### src/rtl/tank_scan_controller.sv
// Sensor mux scan sequencer for the tank monitor.
// Walks the four sensor channels and samples each one after a settle window.
// Each sample is checked against fixed thresholds. The channel alarms are
// committed once per scan, and repeated alarmed scans put the mux into error
// mode.
module tank_scan_controller #(
  parameter int unsigned SETTLE_CYCLES = 2,
  parameter logic [7:0]  CLEAN_MIN     = 8'd32,
  parameter logic [7:0]  TEMP_MIN      = 8'd20,
  parameter logic [7:0]  TEMP_MAX      = 8'd30,
  parameter logic [7:0]  FOOD_MIN      = 8'd16,
  parameter logic [7:0]  SALT_MAX      = 8'd64,
  parameter int unsigned ERR_LIMIT     = 3
) (
  input  logic       CLK,
  input  logic       reset,
  input  logic       start,
  input  logic       clear_error,
  input  logic [7:0] mux_out,
  output logic [4:0] select,
  output logic       busy,
  output logic       done,
  output logic       sample_valid,
  output logic [1:0] sample_idx,
  output logic [7:0] sample_data,
  output logic [3:0] alarm,
  output logic       error_mode
);

  localparam int unsigned WIN      = SETTLE_CYCLES + 1;
  localparam logic [3:0]  WIN_LAST = 4'(WIN - 1);
  localparam logic [2:0]  ERR_LIM  = 3'(ERR_LIMIT);
  localparam logic [4:0]  SEL_IDLE = 5'b00000;
  localparam logic [4:0]  SEL_ERR  = 5'b11111;

  typedef enum logic [1:0] {
    S_IDLE  = 2'd0,
    S_SCAN  = 2'd1,
    S_DONE  = 2'd2,
    S_ERROR = 2'd3
  } state_t;

  state_t     r_state;
  logic [1:0] r_idx;
  logic [3:0] r_win;
  logic [3:0] r_shadow;
  logic [2:0] r_fault;
  logic [4:0] r_select;
  logic       r_busy;
  logic       r_done;
  logic       r_valid;
  logic [1:0] r_sidx;
  logic [7:0] r_sdata;
  logic [3:0] r_alarm;
  logic       r_err;

  logic       w_fail;
  logic       w_win_last;
  logic [3:0] w_shadow_next;
  logic [2:0] w_fault_next;

  // One-hot select code for a channel: bit (idx+1).
  function automatic logic [4:0] chan_code(input logic [1:0] idx);
    return 5'(5'b00010 << idx);
  endfunction

  // Threshold check for the channel currently on the mux; boundaries pass.
  always_comb begin
    w_fail = 1'b0;
    case (r_idx)
      2'd0:    w_fail = (mux_out < CLEAN_MIN);
      2'd1:    w_fail = (mux_out < TEMP_MIN) || (mux_out > TEMP_MAX);
      2'd2:    w_fail = (mux_out < FOOD_MIN);
      default: w_fail = (mux_out > SALT_MAX);
    endcase
  end

  assign w_win_last    = (r_win == WIN_LAST);
  assign w_shadow_next = r_shadow | 4'(4'(w_fail) << r_idx);
  // Fault counter: saturates at 7 on an alarmed scan, clears on a clean one.
  assign w_fault_next  = (w_shadow_next != 4'd0) ?
                         ((r_fault == 3'd7) ? 3'd7 : r_fault + 3'd1) : 3'd0;

  // Scan state machine with registered outputs.
  always_ff @(posedge CLK or posedge reset) begin
    if (reset) begin
      r_state  <= S_IDLE;
      r_idx    <= 2'd0;
      r_win    <= 4'd0;
      r_shadow <= 4'd0;
      r_fault  <= 3'd0;
      r_select <= SEL_IDLE;
      r_busy   <= 1'b0;
      r_done   <= 1'b0;
      r_valid  <= 1'b0;
      r_sidx   <= 2'd0;
      r_sdata  <= 8'd0;
      r_alarm  <= 4'd0;
      r_err    <= 1'b0;
    end else begin
      r_done  <= 1'b0;
      r_valid <= 1'b0;
      case (r_state)
        S_IDLE: begin
          if (start) begin
            r_state  <= S_SCAN;
            r_idx    <= 2'd0;
            r_win    <= 4'd0;
            r_select <= chan_code(2'd0);
            r_busy   <= 1'b1;
          end
        end
        S_SCAN: begin
          if (w_win_last) begin
            r_valid <= 1'b1;
            r_sidx  <= r_idx;
            r_sdata <= mux_out;
            if (r_idx == 2'd3) begin
              r_state  <= S_DONE;
              r_select <= SEL_IDLE;
              r_busy   <= 1'b0;
              r_done   <= 1'b1;
              r_alarm  <= w_shadow_next;
              r_shadow <= 4'd0;
              r_fault  <= w_fault_next;
            end else begin
              r_shadow <= w_shadow_next;
              r_idx    <= r_idx + 2'd1;
              r_win    <= 4'd0;
              r_select <= chan_code(r_idx + 2'd1);
            end
          end else begin
            r_win <= r_win + 4'd1;
          end
        end
        S_DONE: begin
          if (r_fault >= ERR_LIM) begin
            r_state  <= S_ERROR;
            r_select <= SEL_ERR;
            r_err    <= 1'b1;
          end else begin
            r_state <= S_IDLE;
          end
        end
        S_ERROR: begin
          if (clear_error) begin
            r_state  <= S_IDLE;
            r_select <= SEL_IDLE;
            r_err    <= 1'b0;
            r_alarm  <= 4'd0;
            r_fault  <= 3'd0;
          end
        end
        default: r_state <= S_IDLE;
      endcase
    end
  end

  assign select       = r_select;
  assign busy         = r_busy;
  assign done         = r_done;
  assign sample_valid = r_valid;
  assign sample_idx   = r_sidx;
  assign sample_data  = r_sdata;
  assign alarm        = r_alarm;
  assign error_mode   = r_err;

endmodule

### config.mk
export PLATFORM = sky130hd
export DESIGN_NAME = tank_scan_controller
export DESIGN_NICKNAME = d
export VERILOG_FILES = /design/src/rtl/tank_scan_controller.sv
export SDC_FILE = /design/constraint.sdc
export NUM_CORES = 1
export LEC_CHECK = 0
export CAP_MARGIN = 25
export CELL_PAD_IN_SITES_DETAIL_PLACEMENT = 2
export CELL_PAD_IN_SITES_GLOBAL_PLACEMENT = 2
export CORE_AREA = 5 5 83 85
export CTS_CLUSTER_DIAMETER = 30
export CTS_CLUSTER_SIZE = 10
export DETAILED_ROUTE_END_ITERATION = 8
export DIE_AREA = 0 0 88 90
export HOLD_SLACK_MARGIN = 0.1
export PLACE_DENSITY_LB_ADDON = 0.08
export SETUP_SLACK_MARGIN = 0.5
export SYNTH_ARGS = -nofsm -noshare
export SYNTH_HDL_FRONTEND = slang
export SYNTH_SLANG_ARGS = --single-unit
### constraint.sdc
create_clock -name CLK -period 2.65 [get_ports CLK]
set_input_delay 0.265 -clock CLK [delete_from_list [all_inputs] [get_ports CLK]]
set_output_delay 0.265 -clock CLK [all_outputs]
set_load 0.005 [all_outputs]
Yosys cells after proc, flatten, opt, wreduce, memory -nomap -nowiden --
Index checks and enable logic that the tools add are counted. W data, S select, Z words.
Operators by class: add/subtract/negate cells 3, magnitude comparators 6, eq/ne operators 15, shifts and indexed selects 2, muxes and demuxes 44, bitwise logic cells 1, reductions and logical operators 15
Operator list (number):
- $mux W4 | 7
- $mux W5 | 5
- $pmux W5 S4 | 1
- $reduce_and A4 Y1 | 5
- $lt A8 B5 Y1 const B | 2
- $mux W2 | 8
- $pmux W4 S2 | 2
- $mux W3 | 5
- $ne A2 B2 Y1 const B | 6
- $mux W1 | 10
- $eq A2 B2 Y1 const B | 4
- $gt A8 B5 Y1 const B | 1
- $gt A8 B7 Y1 const B | 1
- $lt A8 B6 Y1 const B | 1
- $pmux W2 S4 | 1
- $pmux W3 S2 | 1
- $reduce_and A3 Y1 | 2
- $reduce_bool A2 Y1 | 3
- $shl A2 B2 Y5 const A | 1
- $add A4 B1 Y4 const B | 1
- $eq A2 B1 Y1 const B | 2
- $eq A4 B2 Y1 const B | 1
- $logic_not A2 Y1 | 2
- $or A4 B4 Y4 | 1
- 12 further kinds | 13
Storage, ports and cells: flip-flop bits (word level) 38, output and inout port bits 23, logic and storage cells 99

Logic depth before layout (Yosys ltp) --
Gate-level depths: netlist of the first run.
depth in word-level cells 10, gate-level depth with buffers 8, gate-level depth less buffers 7

Worst setup path before layout of the first run --
No wires, ideal clock.
path type reg2reg, start point reg r_idx[0], end point reg r_shadow[0], setup time 0.144 ns, arrival time 1.852 ns, required time 2.506 ns, path slack 0.654 ns, stages on the path, launching flop included 9, buffers on the path 1, period minus slack after synthesis 1.996 ns, cells stage by stage dfrtp_1 -> clkbuf_1 -> inv_1 -> ha_1 -> nor4b_1 -> o211a_1 -> a221oi_2 -> o32ai_2 -> o21ai_0
On the way: longest elaborated chain between the ends 5, elaborated cells between the ends (all ways) 8, those cells by class eq/ne (3); shift (1); mux (2); bitwise (1); reduce/logical (1)
RTL lines:
- start: declaration | RTL line 44 | logic [1:0] r_idx;
- start signal: assignment | RTL line 128 | r_idx <= r_idx + 2'd1;
- $eq A2 B2 Y1 (tied with other cells) | RTL line 70 | case (r_idx)
- $pmux W1 S3 | RTL line 70
- $shl A1 B2 Y4 | RTL line 79 | assign w_shadow_next = r_shadow | 4'(4'(w_fail) << r_idx);
- $or A4 B4 Y4 | RTL line 79
- $mux W4 * | RTL line 118 | if (r_idx == 2'd3) begin
- end signal: assignment | RTL line 127 | r_shadow <= w_shadow_next;
- end: declaration | RTL line 46 | logic [3:0] r_shadow;
Every way passes the cells marked *; elsewhere a longest branch is shown, timed or not. A chain may end at the register's enable or synchronous reset.

Worst setup path in the final report of the first run --
start point reg r_idx[0], end point reg r_alarm[1], in the netlist alarm[1]
On the way: longest elaborated chain between the ends 7, elaborated cells between the ends (all ways) 12, those cells by class eq/ne (4); shift (1); mux (4); bitwise (1); reduce/logical (2)
RTL lines:
- $eq A2 B2 Y1 (tied with other cells) | RTL line 70
- $pmux W1 S3 | RTL line 70
- $shl A1 B2 Y4 | RTL line 79
- $or A4 B4 Y4 | RTL line 79
- $mux W4 | RTL line 118
- $mux W4 | RTL line 114 | if (w_win_last) begin
- $pmux W4 S2 | RTL line 103 | case (r_state)
- end signal: assignment | RTL line 123 | r_alarm <= w_shadow_next;
- end: declaration | RTL line 54 | logic [3:0] r_alarm;
Parallel ways exist; a longest one is shown, timed or not. The select of a mux whose other input is x is not followed.

==> summary.txt, run 1 <==
Floorplanning
  • Die span in y: approximately 90 µm
  • Cell row count: 29
  • Initial core utilization: between 30% and 40%
  • Core area: approximately 0.006 mm²
  • Num ports: 35
  • Die W: slightly below 90 µm
  • Die area: ~0.0079 mm²

Synth
  • Synthesized flop and latch total: 38
  • Ys async rst share: between 90% and 100%
  • Yosys top cell by area: dfrtp_1
  • Top cells by count, synth: dfrtp_1 (38), nand2_1 (28), o21ai_0 (13)
  • Post-synthesis mux area share: 7.69%
  • Post-Synth Adder-Cell Area: 6.68%
  • Synth top area cells: dfrtp_1 (51%), ha_1 (6.7%), mux2_2 (6.6%)
  • Synth warn: 0
  • Main combinational cell family by area after synthesis: simple AND/OR/NAND/NOR gates
  • Post-synthesis compound-gate area fraction: between 10% and 20%
  • Post-synth EDFFs: 0
  • Mapped cell area: 0.00187 mm²
  • Synth Net Count: 204
  • Synth Flop Type: dfrtp_1
  • Synthesized instance count: around 180
  • Post-synth cell types: 36
  • Seq/Total Area, Yosys: slightly above 50%
  • Count leader, synth: dfrtp_1
  • Synth Area in Simple Gates: between 10% and 20%
  • Yosys top cell area share: around 51%
  • Xor/xnor share of the synthesized area: less than 1%
  • Synth Area per Inst: approximately 10 µm²

Drt
  • Routed wire length: roughly 5400 µm
  • # DRC: 0
  • Drt first pass iters: 4
  • Avg Vias per Cell: between 5 and 6
  • DR iter-0 viols: 24
  • Via count: around 1,500
  • DR WL/cell: approximately 18 µm
  • Post-route ant nets: 0

GRT
  • GRT met2 Usage: around a quarter
  • First-pass GRT wire length: 9210 µm
  • Vias in the first global route: 1,796
  • Met3 usage: about 3.2%
  • Met1 usage: a little under a fifth
  • GR Util All Layers: about 15%
  • Initial antenna violation count: 0
  • Overflow after GRT: 0
  • Largest net degree at the start of global routing: 39
  • Busiest layer in global routing: met2

STA
  • Period Utilization, post-route: roughly four fifths
  • Final TNS setup: 0 ns
  • Slew headroom: between 60% and 70%
  • RSZ-0062 raised after global routing: yes
  • Min cycle time layout: 2.07 ns
  • Highest Clock Rate: 483 MHz
  • Max Slew Vio Count: 0
  • Hold Fails Final Rpt: 0
  • Least-Margin Pin Slew: around 0.52 ns
  • Final clock skew: ~0.0097 ns
  • Final setup vio count: 0

Clock network
  • Worst-case clock buffer depth: 2
  • Clock slew at reported path FFs: approximately 0.08 ns
  • TritonCTS buffer count: 5
  • Clk sinks: 38
  • Root buf cell: clkbuf_8
  • H-Tree Depth: 2
  • Clock latency on the worst-skew pair: approximately 0.29 ns
  • TritonCTS clock tree: built

Placement
  • PortBufs: 34
  • Post-DP HPWL: 3960 µm
  • Routability cong.: about 0.79
  • DP Cell Count: between 200 and 300
  • Placed inst area: approximately 0.0023 mm²

Cells and area
  • Non-Filler Instances: just over 300
  • Share of layout cells above drive strength 1: 20.9%
  • Util after Layout: 42.2%
  • Synth-to-layout area growth: 38.2%
  • N_diodes: 0
  • NumNets Final: 251
  • Design area: between 0.002 and 0.003 mm²

Critical path
  • Crit end category: flip-flop
  • Critical path launch point type: flip-flop
  • CP peak stage delay: around 0.46 ns
  • FF-to-FF path depth: 7
  • Worst-path cell chain: clkinvlp_4 -> buf_4 -> ha_1 -> a21oi_1 -> nor4_1 -> o32ai_4 -> o41ai_2
  • Worst Path Arrival: around 2.3 ns
  • CP Data Required Time: roughly 2.8 ns
  • Type of the worst setup path: flip-flop to flip-flop
  • Crit Path Max Fanout: 8
  • CP max-delay cell: dfrtp_2

Run
  • Max-Cap Viols: 0

Power and ir drop
  • Total power: 3.11 mW
  • Max VDD drop: approximately 0.00043 V
  • Pleak: 1.15 nW
  • Power per cell area: between 1000 and 1500 mW/mm²

Hold path
  • Hold/Removal Path Class: input pin to asynchronous set/reset pin

Outcome
  • Outcome: complete, no violations
-- layout by cell type, fill, tap and decap left out, types with 2 or more instances in the layout --
master and n:
xor2_1 2, clkdlybuf4s50_1 34, mux2_2 11, clkbuf_8 6
nor2_1 9, dfrtp_1 36, mux2i_1 2, a21oi_1 9
o41ai_2 2, ha_1 9, bufinv_16 2, buf_4 12
a211oi_1 2, inv_1 9, nand3_1 8, dfrtp_2 2
o21ai_0 13, nand2_1 28, o31ai_1 6, nor3_1 2
-- power breakdown --
group | internal (mW) | leakage, nW | switching [mW]
logic | 0.776 | 0.616 | 0.662
registers | 0.835 | 0.465 | 0.224
clock network | 0.402 | 0.0714 | 0.208
-- flip-flops by register name, indices dropped and copies added (netlist names) --
name,cells
sample_valid,1
r_state,2
sample_idx,2
select,5
r_idx,2
busy,1
r_fault,3
r_shadow,4
r_win,4
alarm,4
done,1
sample_data,8
error_mode,1
-- path summary, 6_finish.rpt --
check,slack (ns),endpoint,startpoint
worst max-delay path,0.58,alarm[1],r_idx[0]
worst min-delay path,0.40,error_mode,reset
worst max register to register,0.58,alarm[1],r_idx[0]
worst min register to register,0.50,select[0],select[0]
max in group asynchronous,1.87,r_idx[0],reset
min in group CLK,0.50,select[0],select[0]
-- cell type report --
cell class	count	area [µm²]
inverters	11	45.0
fillers	654	3550
repair buffers	46	430
clock inverters	2	60.1
clock buffers	6	82.6
flip-flops and latches	38	953
well taps	77	96.3
multi-input cells	127	918
-- critical path, delay by kind of cell (launching register included) --
family / cells / cell delay [ns]
AOI/OAI and AO/OA: 3 / 0.63
adders and majority gates: 1 / 0.20
buffers and inverters: 2 / 0.27
DFF: 1 / 0.46
and+or+nand+nor: 1 / 0.40
-- layer usage --
metal  share of wire, %  up-vias
li1                   -      728
met1                 43      797
met2                 53       18
met3                2.9        6
met4                1.5        0
met5                  0        -
-- through the flow --
step	setup slack, ns	hold slack (ns)
after global routing	0.441	0.440
final	0.581	0.396
after CTS	0.465	0.408
after floorplan	0.654	0.417
after detailed placement	0.343	0.466
after global placement	0.478	0.476
-- cells by family (layout without fill, tap and decap cells) --
family | count (synthesis) | after routing
buffers and inverters | 17 | 65
xor gates and xnor gates | 2 | 2
and+or+nand+nor | 61 | 61
adders and majority gates | 10 | 10
muxes | 13 | 13
DFF | 38 | 38
AOI/OAI and AO/OA | 41 | 41
-- repair_timing --
action	CTS	global route
setup buffers	0	9
hold buffers	0	0
resized for setup	9	5
endpoints found under the setup margin	12	17
pin swaps	0	2
Power figures use the tool's default switching activity.
==> inputs of run 2 (changes only) <==
--- a/config.mk
+++ b/config.mk
@@ -8,11 +8,11 @@
 export CAP_MARGIN = 25
 export CELL_PAD_IN_SITES_DETAIL_PLACEMENT = 2
 export CELL_PAD_IN_SITES_GLOBAL_PLACEMENT = 2
-export CORE_AREA = 5 5 83 85
+export CORE_AREA = 5 5 87 89
 export CTS_CLUSTER_DIAMETER = 30
 export CTS_CLUSTER_SIZE = 10
 export DETAILED_ROUTE_END_ITERATION = 8
-export DIE_AREA = 0 0 88 90
+export DIE_AREA = 0 0 92 94
 export HOLD_SLACK_MARGIN = 0.1
 export PLACE_DENSITY_LB_ADDON = 0.08
 export SETUP_SLACK_MARGIN = 0.5
==> constraint.sdc (replaced) <==
create_clock -name CLK -period 1.8 [get_ports CLK]
set_input_delay 0.18 -clock CLK [delete_from_list [all_inputs] [get_ports CLK]]
set_output_delay 0.18 -clock CLK [all_outputs]
set_load 0.005 [all_outputs]
==> run 2 against run 1 <==
Via count is 11% higher. Die area is 9.2% higher. Sequential power is 42% higher. Maximum frequency is 15% higher. Core utilization is 5.0 points higher. Non-clock buffer count is 44 higher. Worst hold slack worse by 0.080 ns. Combinational power is 120% higher. Worst setup slack worse by 0.58 ns. Largest power group unchanged. Highest routed layer unchanged.
==> summary.txt, run 2 (synthesis gave the netlist of run 1 again) <==
Hold path
  • Hold/Removal Path Class: input pin to asynchronous set/reset pin

Critical path
  • Crit end category: flip-flop
  • Type of the worst setup path: flip-flop to flip-flop
  • Worst Path Arrival: 1.98 ns
  • Critical path launch point type: flip-flop
  • Register-to-register setup slack: about 0.0029 ns
  • Crit Path Max Fanout: 6
  • CP Data Required Time: roughly 2 ns

Floorplanning
  • Num ports: 35
  • Die W: approximately 92 µm
  • Initial core utilization: around 28%
  • Die span in y: approximately 94 µm
  • Core area: 0.00668 mm²
  • Cell row count: 30
  • Die area: 0.00865 mm²

Drt
  • Post-Route M1 WL: roughly 2700 µm
  • DR WL met3: about 150 µm
  • Drt first pass iters: 4
  • Routed wire length: between 6000 and 7000 µm
  • Via count: approximately 1,700
  • DR top layer: met4
  • Post-route ant nets: 0
  • Avg Vias per Cell: roughly 4.9
  • DR WL/cell: ~19 µm
  • # DRC: 0
  • Routed wire length on met2: between 3000 and 4000 µm
  • DR iter-0 viols: 15

Cells and area
  • N_diodes: 0
  • Share of layout cells above drive strength 1: 43.8%
  • Fillcell total: just under 700
  • Most frequent cells in the layout: buf_4 (40), dfrtp_1 (36), dlygate4sd2_1 (23)
  • NumNets Final: roughly 300
  • Design area: 0.00315 mm²
  • Synth-to-layout area growth: 68.5%
  • Commonest non-fill, non-tap cell in the layout: buf_4
  • Max FFs per register: 8

Power and ir drop
  • Pleak: approximately 1.5 nW
  • Max VDD drop: ~0.00064 V
  • Power per cell area: roughly 1700 mW/mm²
  • Total power: roughly 5.4 mW

STA
  • Max Slew Vio Count: 0
  • Final WS setup: 0.00289 ns
  • Final clock skew: about 0.0077 ns
  • Slew headroom: 65.8%
  • RSZ-0062 raised after global routing: yes
  • Period Utilization, post-route: between 90% and 100%
  • Least-Margin Pin Slew: 0.513 ns
  • Highest Clock Rate: 556 MHz
  • Min cycle time layout: about 1.8 ns
  • Hold Fails Final Rpt: 0
  • Final setup vio count: 0

GRT
  • Largest net degree at the start of global routing: 39
  • Vias in the first global route: approximately 2,000
  • Overflow after GRT: 0
  • First-pass GRT wire length: 10,000 µm
  • Initial antenna violation count: 0
  • GR Util All Layers: about 15%

Clock network
  • Clock latency on the worst-skew pair: about 0.29 ns
  • H-Tree Depth: 2
  • Worst-case clock buffer depth: 2
  • Clock slew at reported path FFs: about 0.080 ns
  • TritonCTS clock tree: built
  • TritonCTS buffer count: 5
  • Clk sinks: 38
  • Root buf cell: clkbuf_8

Placement
  • Routability cong.: about 0.76
  • Placed inst area: about 0.0026 mm²
  • Pre-CTS WS: -0.167 ns
  • PortBufs: 34
  • Post-DP HPWL: about 4200 µm

Run
  • Max-Cap Viols: 0

Outcome
  • Outcome: complete, no violations
[run 2: layout make-up]
class	instances	area, µm²	share of cell area, %
Multi-Input combinational cell	127	1150	36.5
Sequential cell	38	953	30.2
Timing Repair Buffer	90	808	25.6
Tap cell	80	100	3.17
Clock buffer	7	86.3	2.74
Inverter	11	51.3	1.63
Clock inverter	1	5.00	0.159
[run 2: worst paths after layout]
| check | endpoint | start | cells after the start |
|---|---|---|---|
| max | alarm[3] | r_idx[0] | 8 |
| max reg2reg | alarm[3] | r_idx[0] | 8 |
| min reg2reg | select[0] | select[0] | 1 |
| max in group asynchronous | r_idx[0] | reset | 3 |
| min in group CLK | select[0] | select[0] | 1 |
| min | r_win[2] | reset | 3 |
[run 2: repair_timing]
action | in CTS | in global routing
hold buffers | 0 | 0
endpoints found under the hold margin | 0 | 0
buffers inserted | 24 | 7
endpoints found under the setup margin | 61 | 38
gates resized for setup | 59 | 29
pin swaps | 21 | 14
[run 2: stage by stage]
stage	hold slack (ns)	cells	util, %	setup TNS [ns]
floorplan	0.328	182	-	0
detailed placement	0.485	315	38.9	-1.51
global route	0.369	354	47.2	-0.625
CTS	0.333	347	44.7	0
global placement	0.472	315	38.9	-0.553
finish	0.316	354	47.2	0
[run 2: worst max-delay path: stages (launching register included)]
cell and delay [ns]:
dfrtp_2 0.47, inv_8 0.05, ha_4 0.17, nor4b_4 0.22, o211a_1 0.23, a221oi_4 0.06, o32ai_4 0.24, buf_4 0.19
o31ai_1 0.06
[run 2: where the power goes]
part           switching, mW  total, mW  leakage, nW  internal, mW
clock                  0.313      0.623       0.0482         0.309
combinational           1.46       3.23        0.993          1.78
sequential             0.280       1.51        0.465          1.23
[run 2: layer usage]
| metal | up-vias | track usage [%] |
|---|---|---|
| li1 | 816 | - |
| met1 | 881 | 17.5 |
| met2 | 23 | 27.4 |
| met3 | 7 | 2.72 |
| met4 | 0 | 5.94 |
| met5 | - | 0 |
==> inputs of run 3 (changes only) <==
--- a/config.mk
+++ b/config.mk
@@ -16,6 +16,7 @@
 export HOLD_SLACK_MARGIN = 0.1
 export PLACE_DENSITY_LB_ADDON = 0.08
 export SETUP_SLACK_MARGIN = 0.5
+export SKIP_CTS_REPAIR_TIMING = 1
 export SYNTH_ARGS = -nofsm -noshare
 export SYNTH_HDL_FRONTEND = slang
 export SYNTH_SLANG_ARGS = --single-unit
==> run 3 against run 2 <==
Worst hold slack lost 0.0048 ns. The run now ends with negative setup slack left. Largest cell class unchanged. Highest routed layer unchanged. Final cell count shrank 1.4%. Global-route usage shrank 1.7 points. Core utilization grew 0.49 points. Sequential power is essentially flat. First-iteration DRC count grew 20%. Sequential share of layout area shrank 0.31 points. Worst setup slack lost 0.093 ns. Routed wire length grew 2.5%. Non-clock buffer count shrank 5.
==> summary.txt, run 3 (synthesis gave the netlist of run 1 again) <==
Outcome
  • Outcome: finished with violations
  • Failing checks: negative setup slack

Clock network
  • H-Tree Depth: 2
  • Clock latency on the worst-skew pair: roughly 0.30 ns
  • TritonCTS clock tree: built
  • TritonCTS buffer count: 5
  • Clock slew at reported path FFs: approximately 0.090 ns
  • Worst-case clock buffer depth: 2
  • Root buf cell: clkbuf_8
  • Clk sinks: 38

STA
  • Least-Margin Pin Slew: roughly 0.52 ns
  • Final setup vio count: 10
  • Final TNS setup: -0.679 ns
  • RSZ-0062 raised after global routing: yes
  • Hold Fails Final Rpt: 0
  • Final clock skew: 0.0131 ns
  • Final WS setup: -0.0898 ns
  • Worst hold slack: around 0.31 ns
  • Period Utilization, post-route: 105%
  • Highest Clock Rate: between 500 and 600 MHz
  • Max Slew Vio Count: 0
  • Slew headroom: between 60% and 70%
  • Min cycle time layout: between 1.5 and 2 ns

Cells and area
  • Most frequent cells in the layout: buf_4 (40), dfrtp_1 (36), dlymetal6s2s_1 (23)
  • Share of layout cells above drive strength 1: roughly 43%
  • Max FFs per register: 8
  • NumNets Final: 290
  • Design area: around 0.0032 mm²
  • N_diodes: 0
  • Synth-to-layout area growth: 70.3%
  • Commonest non-fill, non-tap cell in the layout: buf_4

Run
  • Max-Cap Viols: 0

Critical path
  • CP delay by family, top: flip-flops
  • Worst Path Arrival: 2.06 ns
  • CP Data Required Time: 1.97 ns
  • CP peak stage delay: 0.45 ns
  • CP Buf/Inv Count: 2
  • Crit end category: flip-flop
  • CP max-delay cell: dfrtp_2
  • Crit Path Max Fanout: 4
  • Worst-path cell chain: inv_2 -> ha_4 -> nor4b_4 -> o211a_1 -> a221oi_4 -> buf_4 -> nor3_4 -> o31ai_1
  • Critical path launch point type: flip-flop
  • Type of the worst setup path: flip-flop to flip-flop

Drt
  • Avg Vias per Cell: 4.93
  • Routed wire length: around 6700 µm
  • DR WL/cell: 19.3 µm
  • Via count: between 1,500 and 2,000
  • Drt first pass iters: 4
  • DR iter-0 viols: 18
  • Post-route ant nets: 0
  • # DRC: 0

Floorplanning
  • Num ports: 35
  • Die area: slightly below 0.009 mm²
  • Initial core utilization: between 20 and 30%
  • Die span in y: ~94 µm
  • Cell row count: 30
  • Die W: 92 µm
  • Core area: between 0.006 and 0.007 mm²

Placement
  • Post-DP HPWL: between 4000 and 5000 µm
  • Routability cong.: approximately 0.76
  • Placed inst area: about 0.0026 mm²
  • Pre-CTS WS: -0.167 ns
  • PortBufs: 34

GRT
  • GR Util All Layers: between 10% and 20%
  • Overflow after GRT: 0
  • Largest net degree at the start of global routing: 39
  • Vias in the first global route: about 1,800
  • Initial antenna violation count: 0
  • First-pass GRT wire length: between 9000 and 10,000 µm

Power and ir drop
  • Pleak: between 1.5 and 2 nW
  • Power per cell area: 1680 mW/mm²
  • Max VDD drop: approximately 0.00064 V
  • Total power: approximately 5.3 mW

Hold path
  • Hold/Removal Path Class: input pin to asynchronous set/reset pin
## run 3: cell types whose count changed in the layout (fill, tap and decap cells not counted), moves of 2 or more
| cell | change |
|---|---|
| o21ai_1 | +2 |
| o31ai_2 | +3 |
| buf_6 | -4 |
| dlymetal6s2s_1 | +23 |
| o31ai_1 | -3 |
| dlygate4sd2_1 | -23 |
## run 3: layout make-up
cell class / instances / area (µm²)
timing repair buffer: 85 / 835
inverter: 11 / 51.3
multi-input combinational: 127 / 1160
clock buffer: 7 / 86.3
tap: 80 / 100
sequential: 38 / 953
fill: 677 / 3490
clock inverter: 1 / 5.00
## run 3: final timing paths
| path | slack, ns | cells after the start | to | start |
|---|---|---|---|---|
| max | -0.09 | 8 | r_fault[1] | r_idx[1] |
| min | 0.31 | 3 | sample_data[0] | reset |
| max reg2reg | -0.09 | 8 | r_fault[1] | r_idx[1] |
| min reg2reg | 0.51 | 2 | error_mode | error_mode |
| max in group asynchronous | 1.10 | 3 | r_idx[1] | reset |
| min in group CLK | 0.51 | 2 | error_mode | error_mode |
## run 3: where the power goes
part	leakage, nW	switching [mW]	total, mW	internal [mW]
clock	0.0482	0.323	0.633	0.310
sequential	0.465	0.308	1.54	1.23
combinational	1.20	1.43	3.18	1.75
## run 3: per-layer routing
metal / up-vias / global-route usage, % / part of all wire [%] / routed length [µm]
li1: 804 / - / - / -
met1: 881 / 16.0 / 41 / 2760
met2: 27 / 23.5 / 55 / 3710
met3: 8 / 2.64 / 2.4 / 165
met4: 0 / 5.20 / 1.7 / 118
met5: - / 0 / 0 / 0
## run 3: metrics by stage
step / instances / util [%]
5_1_grt: 349 / 47.7
3_3_place_gp: 315 / 38.9
6_report: 349 / 47.7
4_1_cts: 323 / 40.2
3_5_place_dp: 315 / 38.9
2_1_floorplan: 182 / -
## run 3: tightest hold or removal path: cells and delay by family
family | cells | cell delay [ns]
buf+inv | 3 | 0.88
